--- config.mk ---
export PLATFORM = sky130hd
export DESIGN_NAME = dm_arbiter
export DESIGN_NICKNAME = d
export VERILOG_FILES = /design/src/rtl/dm_arbiter.sv
export SDC_FILE = /design/constraint.sdc
export NUM_CORES = 1
export LEC_CHECK = 0
export BUFFER_PORTS_ARGS = -buffer_cell sky130_fd_sc_hd__buf_2
export CAP_MARGIN = 20
export CORE_AREA = 2 2 89 91
export DETAILED_ROUTE_END_ITERATION = 10
export DIE_AREA = 0 0 91 93
export GPL_ROUTABILITY_DRIVEN = 0
export PLACE_DENSITY_LB_ADDON = 0.08
export SLEW_MARGIN = 20
export SYNTH_ARGS = -nofsm -noshare
export SYNTH_HDL_FRONTEND = slang
export SYNTH_SLANG_ARGS = --single-unit
--- constraint.sdc ---
create_clock -name clk -period 2 [get_ports clk]
set_input_delay 0.3 -clock clk [delete_from_list [all_inputs] [get_ports clk]]
set_output_delay 0.3 -clock clk [all_outputs]
set_load 0.1 [all_outputs]
--- src/rtl/dm_arbiter.sv ---
`default_nettype none
// ============================================================================
//  Module   : dm_arbiter
//  Purpose  : Round-robin arbiter sharing one single-port 128x32 data memory
//             between port A (CPU load/store) and port B (debug/DMA loader).
//             One access per cycle. A requester can lock the memory for
//             read-modify-write sequences. An idle lock is released after
//             LOCK_TIMEOUT cycles and lock_err pulses. Read data returns one
//             cycle after the grant, on the port that issued the read.
//  Options  : define DM_ARB_STATS_EN to add saturating grant and stall
//             counters (a_gnt_cnt, b_gnt_cnt, stall_cnt).
//  Revision : 1.0 - initial release
// ============================================================================
module dm_arbiter #(
   parameter int AW           = 7,
   parameter int DW           = 32,
   parameter int LOCK_TIMEOUT = 16
) (
   input  logic          clk,
   input  logic          rst,
   input  logic          a_req,
   input  logic          a_we,
   input  logic          a_lock,
   input  logic [AW-1:0] a_addr,
   input  logic [DW-1:0] a_wdata,
   output logic          a_gnt,
   output logic          a_rvalid,
   output logic [DW-1:0] a_rdata,
   input  logic          b_req,
   input  logic          b_we,
   input  logic          b_lock,
   input  logic [AW-1:0] b_addr,
   input  logic [DW-1:0] b_wdata,
   output logic          b_gnt,
   output logic          b_rvalid,
   output logic [DW-1:0] b_rdata,
   output logic          lock_err,
`ifdef DM_ARB_STATS_EN
   output logic [15:0]   a_gnt_cnt,
   output logic [15:0]   b_gnt_cnt,
   output logic [15:0]   stall_cnt,
`endif
   output logic [AW-1:0] dm_addr,
   output logic          dm_rd,
   output logic          dm_wr,
   output logic [DW-1:0] dm_wdata,
   input  logic [DW-1:0] dm_rdata
);

   localparam int CW = $clog2(LOCK_TIMEOUT + 1);

   typedef enum logic {
      LG_A = 1'b0,
      LG_B = 1'b1
   } grant_t;

   typedef enum logic [1:0] {
      OWN_NONE = 2'd0,
      OWN_A    = 2'd1,
      OWN_B    = 2'd2
   } owner_t;

   grant_t        last_grant;
   owner_t        lock_owner;
   logic [CW-1:0] lock_idle;
   logic          rv_a;
   logic          rv_b;

   logic          grant_a;
   logic          grant_b;
   logic          win_lock;
   logic          timeout;

   // Pick this cycle's winner: the lock owner only, else round-robin.
   always_comb begin
      grant_a = 1'b0;
      grant_b = 1'b0;
      if (!rst) begin
         case (lock_owner)
            OWN_NONE: begin
               if (a_req && b_req) begin
                  if (last_grant == LG_B) grant_a = 1'b1;
                  else                    grant_b = 1'b1;
               end else begin
                  grant_a = a_req;
                  grant_b = b_req;
               end
            end
            OWN_A:   grant_a = a_req;
            OWN_B:   grant_b = b_req;
            default: ;
         endcase
      end
   end

   assign win_lock = grant_b ? b_lock : a_lock;
   // Idle counter sitting at the limit means the owner has stayed away too long.
   assign timeout  = (lock_owner != OWN_NONE) && (lock_idle == CW'(LOCK_TIMEOUT));

   // Round-robin history, lock ownership, idle timer and read-return flags.
   always_ff @(posedge clk) begin
      if (rst) begin
         last_grant <= LG_B;
         lock_owner <= OWN_NONE;
         lock_idle  <= '0;
         rv_a       <= 1'b0;
         rv_b       <= 1'b0;
      end else begin
         rv_a <= grant_a && !a_we;
         rv_b <= grant_b && !b_we;
         if (grant_a || grant_b) begin
            last_grant <= grant_b ? LG_B : LG_A;
            if (win_lock) begin
               lock_owner <= grant_b ? OWN_B : OWN_A;
               lock_idle  <= '0;
            end else if (lock_owner != OWN_NONE) begin
               // Only the owner can be granted while locked, so this is its unlock.
               lock_owner <= OWN_NONE;
               lock_idle  <= '0;
            end
         end else if (timeout) begin
            lock_owner <= OWN_NONE;
            lock_idle  <= '0;
         end else if (lock_owner != OWN_NONE) begin
            lock_idle <= lock_idle + CW'(1);
         end
      end
   end

   assign a_gnt    = grant_a;
   assign b_gnt    = grant_b;
   assign lock_err = timeout && !rst;

   // Suppress a read return that would otherwise appear during reset.
   assign a_rvalid = rv_a && !rst;
   assign b_rvalid = rv_b && !rst;
   assign a_rdata  = dm_rdata;
   assign b_rdata  = dm_rdata;

   assign dm_addr  = grant_b ? b_addr  : a_addr;
   assign dm_wdata = grant_b ? b_wdata : a_wdata;
   assign dm_wr    = (grant_a && a_we)  || (grant_b && b_we);
   assign dm_rd    = (grant_a && !a_we) || (grant_b && !b_we);

`ifdef DM_ARB_STATS_EN
   logic stall;
   assign stall = (a_req && !grant_a) || (b_req && !grant_b);

   // Saturating grant and stall statistics.
   always_ff @(posedge clk) begin
      if (rst) begin
         a_gnt_cnt <= '0;
         b_gnt_cnt <= '0;
         stall_cnt <= '0;
      end else begin
         if (grant_a && (a_gnt_cnt != 16'hFFFF)) a_gnt_cnt <= a_gnt_cnt + 16'd1;
         if (grant_b && (b_gnt_cnt != 16'hFFFF)) b_gnt_cnt <= b_gnt_cnt + 16'd1;
         if (stall   && (stall_cnt != 16'hFFFF)) stall_cnt <= stall_cnt + 16'd1;
      end
   end
`endif

endmodule
`default_nettype wire

==> flow_metrics.env <==
export IMPL_setup_viol_count_final=0
export IMPL_clkPwrFrac_pct=14.6
export IMPL_max_freq_mhz=506
export IMPL_hpwl_um=4870
export IMPL_p_sw_share_pct=51.8
export IMPL_via_count=1863
export IMPL_initial_core_util_pct=20.9
export IMPL_pre_cts_slack_ps=138
export IMPL_worst_pin_slew_ps=511
export IMPL_cts_max_level=1
export IMPL_cts_sinks=10
export IMPL_grt_pass1_vias=1865
export IMPL_finalNonFillerCells=444
export IMPL_cts_root_buf="clkbuf_8"
export IMPL_start_kind="flip-flop"
export IMPL_slew_viol_final=0
export IMPL_antenna_cells=0
export IMPL_cts_made_buffers=3
export IMPL_p_leak_nw=1.52
export IMPL_fillers=820
export IMPL_layout_common_cells="buf_2 (87), nand2_1 (62), buf_12 (47), nand2_2 (40), nand2_4 (18)"
export IMPL_grt_max_degree=30
export IMPL_reg2reg_slack_ps=340
export IMPL_dieArea_sq_mm=0.00846
export IMPL_areaGrowthSynthToFinish_pct=94.6
export IMPL_clk_path_buf_depth=2
export IMPL_gr_total_overflow=0
export IMPL_viasPerCell=4.20
export IMPL_comb_power_share_pct=73.6
export IMPL_synth_seq_cells=10
export IMPL_drt_pass1_iterations=4
export IMPL_cts_tree="built"
export IMPL_num_rows=32
export IMPL_cp_data_arrival_time_ps=1670
export IMPL_setup_slack_ps=25.0
export IMPL_cp_end_kind="primary output"
export IMPL_syn_area_sq_mm=0.00157
export IMPL_finalNetCount=463
export IMPL_clk_pin_slew_ps=50
export IMPL_intPower_uw=863
export IMPL_synth_top_area_cell="buf_4"
export IMPL_status="finished, final reports clean"
export IMPL_slew_headroom_pct=66.2
export IMPL_final_common_cell="buf_2"
export IMPL_clkLatencyLatePin_ps=240
export IMPL_syn_area_per_cell_sq_um=5.94
export IMPL_finClkSkew_ps=2.86
export IMPL_pwr_share_seq_pct=11.8
export IMPL_dp_cells=434
export IMPL_pin_count=228
export IMPL_synthCells=265
export IMPL_ant_nets=0
export IMPL_wl_um=6170
export IMPL_antenna_found_initial=0
export IMPL_maxCapViolCount=0
export IMPL_wire_per_inst_um=13.9
export IMPL_switchingPower_uw=927
export IMPL_synth_area_top_cells="buf_4 (31%), nand2_1 (29%), dfxtp_1 (13%)"
export IMPL_netlist_cell_type_count=34
export IMPL_yosys_warnings=0
export IMPL_fin_crit_sh_pct=98.7
export IMPL_synth_nets=385
export IMPL_peakVddDrop_mv=0.196
export IMPL_required_ps=1700
export IMPL_criticalPathCategory="flip-flop to primary output"
export IMPL_drt_initial_drc_count=34
export IMPL_synth_top_cell_area_share_pct=30.5
export IMPL_hold_viol_final=0
export IMPL_seq_area_frac_synth_pct=12.7
export IMPL_rsz0062_at_grt="true"
export IMPL_fp_dieW_um=91
export IMPL_p_per_area_mw_per_mm2=584
export IMPL_die_h_um=93
export IMPL_crit_path_max_fanout=10
export IMPL_fin_crit_ps=1970
export IMPL_grt_usage_pct=13.3
export IMPL_io_buffers=131
export IMPL_drive_gt1_share_pct=65.8
export IMPL_drcViolationCount=0
export IMPL_coreArea_sq_mm=0.00753
export IMPL_hp_class="input port to flip-flop"
export IMPL_grt_pass1_wl_um=9130
-- area by class of cell --
type / instances / area (sq um) / area share, %
Multi-Input combinational cell: 174 / 1120 / 36.5
Sequential cell: 10 / 201 / 6.58
Timing Repair Buffer: 148 / 1530 / 50.0
Tap cell: 102 / 128 / 4.17
Clock buffer: 4 / 55.1 / 1.80
Inverter: 6 / 28.8 / 0.940
-- synth_stat cells, drive strengths merged --
library cell and n:
nand2 120, buf 70, dfxtp 10, nand3 9, nor2 8, inv 6
clkbuf 5, a21oi 4, nand2b 4, nor2b 4, nand4 3, a21o 2
a32oi 2, ha 2, nand4b 2, a2111o 1, a211o 1, a22o 1
a311oi 1, and2 1, nor3b 1, nor4bb 1, o211ai 1, o21ai 1
o22ai 1, o311ai 1, o32ai 1, or2b 1, or3b 1
-- worst paths after layout --
kind / end / cells after the start / startpoint
max: dm_wdata[4] / 7 / lock_owner[1]
min: rv_a / 2 / a_we
max reg2reg: lock_idle[3] / 7 / lock_owner[1]
min reg2reg: lock_idle[0] / 2 / lock_idle[0]
-- cells by family (layout without fill, tap and decap cells) --
logic type                 count (synthesis)  in the layout  share of synthesized area [%]
adders and majority gates                  2              2                           1.59
AOI/OAI and AO/OA                         17             17                           8.98
and+or+nand+nor                          155            155                           41.7
DFF                                       10             10                           12.7
buffers and inverters                     81            158                           35.0
-- metal layers --
layer | global-route usage (%) | routed length, um | share of wire [%]
met1 | 14.0 | 2020 | 33
met3 | 4.59 | 514 | 8.3
met4 | 3.66 | 77 | 1.2
met2 | 25.1 | 3560 | 58
met5 | 0 | 0 | 0
-- critical path, cell delays in order (launching register included) --
cell	delay, ps
dfxtp_1	340
nor2b_2	70
a211o_4	360
inv_4	80
bufbuf_16	260
nand2_1	60
nand2_2	80
buf_12	170
-- power by group through the flow --
| stage | sequential [mW] | clock [mW] | combinational (mW) |
|---|---|---|---|
| after floorplan | 0.215 | 0 | 1.36 |
| after global placement | 0.215 | 0 | 1.26 |
| after detailed placement | 0.215 | 0 | 1.26 |
| after CTS | 0.211 | 0.269 | 1.29 |
| after global routing | 0.212 | 0.286 | 1.36 |
| final | 0.211 | 0.262 | 1.32 |
-- through the flow --
step / hold WS [ps] / utilization, % / setup TNS (ps) / power (mW) / instance area, sq um
CTS: 311 / 38.7 / 0 / 1.77 / 2910
global placement: 494 / 36.7 / 0 / 1.48 / 2760
finish: 312 / 40.7 / 0 / 1.79 / 3060
global route: 317 / 40.7 / -818 / 1.86 / 3060
floorplan: 372 / - / -1030 / 1.58 / 1740
detailed placement: 496 / 36.7 / 0 / 1.48 / 2760
-- flip-flops by register name, indices dropped and copies added (netlist names) --
register    cells
lock_owner      2
rv_b            1
rv_a            1
last_grant      1
lock_idle       5
-- what timing repair did --
action                                  CTS  global route
endpoints found under the setup margin   37            41
buffers inserted                          3             1
pin swaps                                 1             4
gates cloned                              1             1
hold buffers                              0             0
gates resized for setup                   6            33
Note: power is estimated with default switching activity, not from simulation.
